$ cat src/rtl/p2s_pkg.sv
// Shared types and helpers for the parallel-to-serial converter.
package p2s_pkg;

   // Two-state control: nothing loaded, or a word held and being shifted out.
   typedef enum logic {
      P2S_IDLE  = 1'b0,
      P2S_SHIFT = 1'b1
   } p2s_state_t;

   // Width of the bit index for a DATA_W-bit word. Indexes 0..DATA_W-1, so
   // $clog2 is enough; clamp at one bit so a degenerate width still elaborates.
   function automatic int p2s_cnt_width(input int data_w);
      if (data_w < 2) begin
         return 1;
      end
      return $clog2(data_w);
   endfunction

endpackage : p2s_pkg

$ cat src/rtl/p2s_shifter.sv
// DATA_W-bit load/shift register. The output bit is the end that is sent
// first: bit 0 for LSB-first, bit DATA_W-1 for MSB-first. Each shift moves
// the next bit into that position and fills the far end with zero.
module p2s_shifter
   import p2s_pkg::*;
#(
   parameter int DATA_W    = 8,
   parameter int MSB_FIRST = 0
) (
   input  logic              clk,
   input  logic              rst_n,
   input  logic              load,
   input  logic              shift,
   input  logic              clear,
   input  logic [DATA_W-1:0] load_data,
   output logic              out_bit
);

   logic [DATA_W-1:0] shreg_q;
   logic [DATA_W-1:0] shreg_d;
   logic [DATA_W-1:0] shifted;

   // Direction of travel and output tap depend only on the bit order.
   generate
      if (MSB_FIRST != 0) begin : g_msb_first
         assign shifted = {shreg_q[DATA_W-2:0], 1'b0};
         assign out_bit = shreg_q[DATA_W-1];
      end else begin : g_lsb_first
         assign shifted = {1'b0, shreg_q[DATA_W-1:1]};
         assign out_bit = shreg_q[0];
      end
   endgenerate

   // Next register value: a load wins (back-to-back words), then clear, then shift.
   always_comb begin
      shreg_d = shreg_q;
      if (load) begin
         shreg_d = load_data;
      end else if (clear) begin
         shreg_d = '0;
      end else if (shift) begin
         shreg_d = shifted;
      end
   end

   // Register update; reset empties the register so the output bit reads 0.
   always_ff @(posedge clk or negedge rst_n) begin
      if (!rst_n) begin
         shreg_q <= '0;
      end else begin
         shreg_q <= shreg_d;
      end
   end

endmodule : p2s_shifter

$ cat src/rtl/p2s_serializer.sv
// Parallel-to-serial converter with valid/ready on both sides. A word is
// emitted one bit per accepted beat with start/end markers; a new word may be
// loaded on the beat that carries the previous word's last bit, so words
// stream with no idle cycle. Serial-side outputs are registered; only
// in_ready combines ser_ready so the back-to-back reload can happen.
module p2s_serializer
   import p2s_pkg::*;
#(
   parameter int DATA_W    = 8,
   parameter int MSB_FIRST = 0
) (
   input  logic              clk,
   input  logic              rst_n,
   input  logic [DATA_W-1:0] in_data,
   input  logic              in_valid,
   output logic              in_ready,
   output logic              ser_data,
   output logic              ser_valid,
   input  logic              ser_ready,
   output logic              ser_start,
   output logic              ser_end,
   output logic              busy
);

   localparam int               CNT_W    = p2s_cnt_width(DATA_W);
   localparam logic [CNT_W-1:0] CNT_LAST = CNT_W'(DATA_W - 1);

   p2s_state_t       state_q;
   p2s_state_t       state_d;
   logic [CNT_W-1:0] cnt_q;
   logic [CNT_W-1:0] cnt_d;
   logic             ser_valid_q;
   logic             ser_valid_d;
   logic             ser_start_q;
   logic             ser_start_d;
   logic             ser_end_q;
   logic             ser_end_d;

   logic             beat;
   logic             accept;
   logic             in_ready_int;
   logic             sh_load;
   logic             sh_shift;
   logic             sh_clear;
   logic             sh_bit;

   // Handshake decode, next state, bit index and shifter controls.
   always_comb begin
      beat         = ser_valid_q & ser_ready;
      in_ready_int = (state_q == P2S_IDLE) | (beat & ser_end_q);
      accept       = in_valid & in_ready_int;

      state_d  = state_q;
      cnt_d    = cnt_q;
      sh_load  = 1'b0;
      sh_shift = 1'b0;
      sh_clear = 1'b0;

      case (state_q)
         P2S_IDLE: begin
            if (accept) begin
               state_d = P2S_SHIFT;
               cnt_d   = '0;
               sh_load = 1'b1;
            end
         end
         P2S_SHIFT: begin
            if (beat) begin
               if (cnt_q != CNT_LAST) begin
                  cnt_d    = cnt_q + CNT_W'(1);
                  sh_shift = 1'b1;
               end else if (accept) begin
                  // Last bit leaves and the next word enters on the same edge.
                  cnt_d   = '0;
                  sh_load = 1'b1;
               end else begin
                  state_d  = P2S_IDLE;
                  cnt_d    = '0;
                  sh_clear = 1'b1;
               end
            end
         end
         default: begin
            state_d  = P2S_IDLE;
            cnt_d    = '0;
            sh_clear = 1'b1;
         end
      endcase

      // Markers follow the next state so they stay glitch-free flops; with no
      // beat the state and index hold, so the markers hold as well.
      ser_valid_d = (state_d == P2S_SHIFT);
      ser_start_d = ser_valid_d & (cnt_d == '0);
      ser_end_d   = ser_valid_d & (cnt_d == CNT_LAST);
   end

   // Control state, bit index and registered serial-side flags.
   always_ff @(posedge clk or negedge rst_n) begin
      if (!rst_n) begin
         state_q     <= P2S_IDLE;
         cnt_q       <= '0;
         ser_valid_q <= 1'b0;
         ser_start_q <= 1'b0;
         ser_end_q   <= 1'b0;
      end else begin
         state_q     <= state_d;
         cnt_q       <= cnt_d;
         ser_valid_q <= ser_valid_d;
         ser_start_q <= ser_start_d;
         ser_end_q   <= ser_end_d;
      end
   end

   p2s_shifter #(
      .DATA_W    (DATA_W),
      .MSB_FIRST (MSB_FIRST)
   ) u_shifter (
      .clk       (clk),
      .rst_n     (rst_n),
      .load      (sh_load),
      .shift     (sh_shift),
      .clear     (sh_clear),
      .load_data (in_data),
      .out_bit   (sh_bit)
   );

   assign in_ready  = in_ready_int;
   assign ser_data  = sh_bit;
   assign ser_valid = ser_valid_q;
   assign ser_start = ser_start_q;
   assign ser_end   = ser_end_q;
   assign busy      = ser_valid_q;

endmodule : p2s_serializer

$ cat config.mk
export PLATFORM = sky130hd
export DESIGN_NAME = p2s_serializer
export DESIGN_NICKNAME = d
export VERILOG_FILES = /design/src/rtl/p2s_pkg.sv /design/src/rtl/p2s_shifter.sv /design/src/rtl/p2s_serializer.sv
export SDC_FILE = /design/constraint.sdc
export NUM_CORES = 1
export LEC_CHECK = 0
export CAP_MARGIN = 20
export CELL_PAD_IN_SITES_DETAIL_PLACEMENT = 1
export CELL_PAD_IN_SITES_GLOBAL_PLACEMENT = 1
export CORE_MARGIN = 2
export CORE_UTILIZATION = 38
export CTS_CLUSTER_SIZE = 28
export DETAILED_ROUTE_END_ITERATION = 10
export PLACE_DENSITY_LB_ADDON = 0.08
export SLEW_MARGIN = 10
export SYNTH_ARGS = -nofsm -noshare
export SYNTH_HDL_FRONTEND = slang
export SYNTH_HIERARCHICAL = 1
export SYNTH_SLANG_ARGS = --single-unit
$ cat constraint.sdc
create_clock -name clk -period 3.5 [get_ports clk]
set_clock_uncertainty 0.05 [all_clocks]
set_input_delay 0.7 -clock clk [delete_from_list [all_inputs] [get_ports clk]]
set_output_delay 0.7 -clock clk [all_outputs]
set_load 0.01 [all_outputs]
==> flow_metrics.py <==
metrics = {
    "logic_synthesis": {
        "synthMuxAreaShare_pct": 13.1,
        "synth_area_leader": "dfrtp_1",
        "seq_area_frac_synth_pct": 47.8,
        "postSynthAreaPerCell_um2": 10.0,
        "yosys.area_share.adder_pct": 3.41,
        "synth_cell_type_count": 23,
        "ys.flop_type": "dfrtp_1",
        "synth.top_cells.by_area": "dfrtp_1 48%, mux2i_1 9.6%, nand2_1 7.7%",
        "ys_ff_latch": 14,
        "synth_most_common_cell": "nand2_1",
        "synth_edf_count": 0,
        "syn_area_um2": 733,
        "synth_xor_xnor_area_share_pct": 0,
        "synth_top_family_by_area": "simple AND/OR/NAND/NOR gates",
        "ys_warn_count": 6,
        "synth.top_cells.by_count": "15 x nand2_1, 14 x dfrtp_1, 7 x mux2i_1, 7 x o21ai_1, 4 x nor2_1",
        "synth-async-reset-ratio_pct": 100,
        "syn_inst_count": 73,
        "synth_fp_nets": 87,
        "portion_of_synthesized_cell_area_occupied_by_the_leading_cell_type_pct": 47.8,
        "synth-simple-area-share_pct": 18.6,
        "synth_compound_area_share_pct": 10.8,
    },
    "drt": {
        "detail-route-antenna-nets": 0,
        "num_vias": 580,
        "route.detailed.vias_per_inst": 5.09,
        "detail_route.drc_violations": 0,
        "initialDrtViolationCount": 11,
        "drtPass1Iterations": 4,
        "finalWirelength_mm": 1.71,
        "detail_route.wl_per_cell_um": 15.0,
    },
    "worst_setup_path": {
        "worstSetupEndpointType": "primary output",
        "critPathSlowestCell": "clkdlybuf4s50_1",
        "setup.worst_path.class": "in -> out",
        "setup.worst_path.start_class": "primary input",
        "cpPeakStageDelay_ps": 610,
        "worst-endpoint-arrival_ps": 2020,
        "crit_required_ps": 2750,
        "crit_path_cells": "clkdlybuf4s50_1 > nand2_1 > nand2_1 > clkdlybuf4s50_1",
        "critical_path.max_fanout": 7,
    },
    "power_and_ir_drop": {
        "leakagePower_nw": 0.426,
        "sw_frac_of_total_pct": 37.8,
        "share_comb_of_total_power_pct": 45.9,
        "p_sw_mw": 0.266,
        "share_of_power_burned_in_registers_pct": 41.0,
        "p_int_mw": 0.437,
        "cellPowerDensity_nw_per_um2": 762,
        "power.ir.vdd_worst_v": 0.000431,
        "power.clock.fraction_pct": 13.1,
    },
    "cells_and_area": {
        "layout.filler_cells": 207,
        "area_delta_synth_final_pct": 25.8,
        "finish.instance_area_um2": 922,
        "diodes": 0,
        "design.final.nets": 105,
        "drive_above_1_share_pct": 8.99,
    },
    "clocking": {
        "cts_root_buffer": "clkbuf_4",
        "postCtsHoldBufs": 0,
        "cts_max_level": 1,
        "cts_num_sinks": 14,
        "cts.reportedPaths.clkPinSlew_ps": 80,
        "ctsResizeCount": 0,
        "cts_tree": "yes",
        "post_cts_buffers": 0,
        "cts-root-to-sink-buffers": 2,
        "cts-buffers-inserted": 3,
        "clk-insertion-delay-late_ps": 280,
    },
    "placement": {
        "dp_hpwl_mm": 1.27,
        "total_cell_area_at_the_placement_stage_um2": 900,
        "routability_congestion_estimate_from_global_placement": 0.726,
        "port_buffers": 17,
    },
    "floorplanning": {
        "start_util_pct": 41.6,
        "fp.dieW_um": 47.9,
        "design.portCount": 18,
        "die_h_um": 47.9,
        "placeable_area_um2": 1760,
        "die_area_um2": 2300,
        "floorplan.rows": 15,
    },
    "timing": {
        "final.period_utilization_pct": 79.1,
        "final_period_minus_worst_setup_slack_ps": 2770,
        "finalSetupViolCount": 0,
        "tightestPinTransition_ps": 810,
        "timing.final.hold_violations": 0,
        "tns_ps": 0,
        "grt_setup_unrepaired": "false",
        "drv_slew": 0,
        "timing.slew.headroom_pct": 45.8,
        "achievable-frequency_mhz": 361,
    },
    "grt": {
        "groute.layer.met3.usage_pct": 3.40,
        "antenna_found_initial": 0,
        "globalRouteOverflowTotal": 0,
        "grt_first_pass_wirelength_mm": 2.75,
        "use_met1_pct": 24.0,
        "grt_usage_pct": 18.3,
        "grt_max_degree": 15,
        "use_met2_pct": 28.5,
        "first_global_vias": 582,
        "grt_most_used_layer": "met2",
    },
    "job": {
        "max_cap_violations": 0,
    },
    "worst_hold_path": {
        "min-delay-path-class": "reg -> reg",
    },
    "outcome": {
        "status": "finished, final reports clean",
    },
}
cells by family (layout without fill, tap and decap cells):
group | after synthesis | in the layout
AO/OA/AOI/OAI | 13 | 13
multiplexers | 9 | 9
buffers and inverters | 6 | 22
AND/OR/NAND/NOR | 29 | 29
adder cells (fa/ha/maj) | 2 | 2
flip-flops | 14 | 14
power by group through the flow:
stage	clock network [mW]	registers, mW	logic, mW
final	0.0918	0.288	0.323
after global routing	0.0992	0.298	0.366
after CTS	0.0950	0.287	0.330
after global placement	0	0.285	0.307
after floorplan	0	0.274	0.223
after detailed placement	0	0.290	0.327
critical path, delay by kind of cell:
kind | cells | cell delay, ps
buffers and inverters | 2 | 1150
and+or+nand+nor | 2 | 160
path summary, 6_finish.rpt:
check	to	slack, ps	startpoint	cells past startpoint
worst max-delay path	in_ready	730	ser_ready	4
worst max register to register	u_shifter/shreg_q[2]	1420	cnt_q[0]	5
worst min-delay path	u_shifter/shreg_q[7]	490	u_shifter/shreg_q[7]	2
worst min register to register	u_shifter/shreg_q[7]	490	u_shifter/shreg_q[7]	2
min in group asynchronous	ser_end	770	rst_n	1
max in group asynchronous	cnt_q[0]	2210	rst_n	1
stage by stage:
step	total power, mW	hold slack [ps]	setup slack [ps]	utilization [%]	cells
after global routing	0.763	512	650	52.3	114
after floorplan	0.498	354	1800	-	73
after CTS	0.712	498	711	52.3	114
after global placement	0.592	474	773	51.0	111
after detailed placement	0.617	486	714	51.0	111
final	0.703	492	732	52.3	114
area by class of cell:
| class | count | area (um2) | area share [%] |
|---|---|---|---|
| multi-input combinational | 53 | 337 | 36.5 |
| sequential | 14 | 350 | 38.0 |
| clock buffer | 3 | 22.5 | 2.44 |
| timing repair buffer | 18 | 178 | 19.3 |
| inverter | 1 | 3.75 | 0.407 |
| tap | 25 | 31.3 | 3.39 |
flip-flops by register name, summed over array words and instances (netlist names):
signal / cells
u_shifter/shreg_q: 8
cnt_q: 3
busy: 1
ser_start: 1
ser_end: 1
per-layer routing:
metal	vias up	wire length, um
met2	15	821
met1	281	801
met4	0	23
met5	-	0
li1	280	-
met3	4	58
layout by cell type, fill, tap and decap left out, drive strengths merged:
master | synthesis | final
nor3 | 1 | 1
inv | 1 | 1
and2 | 1 | 1
dfrtp | 14 | 14
nand2 | 15 | 15
nor2 | 4 | 4
nand3 | 3 | 3
a22o | 2 | 2
a21oi | 1 | 1
or2 | 1 | 1
o41ai | 1 | 1
nand2b | 3 | 3
o21ai | 8 | 8
and3 | 1 | 1
mux2 | 2 | 2
clkbuf | 0 | 3
a21boi | 1 | 1
buf | 5 | 1
ha | 2 | 2
clkdlybuf4s50 | 0 | 17
mux2i | 7 | 7
Power figures use the tool's default switching activity.
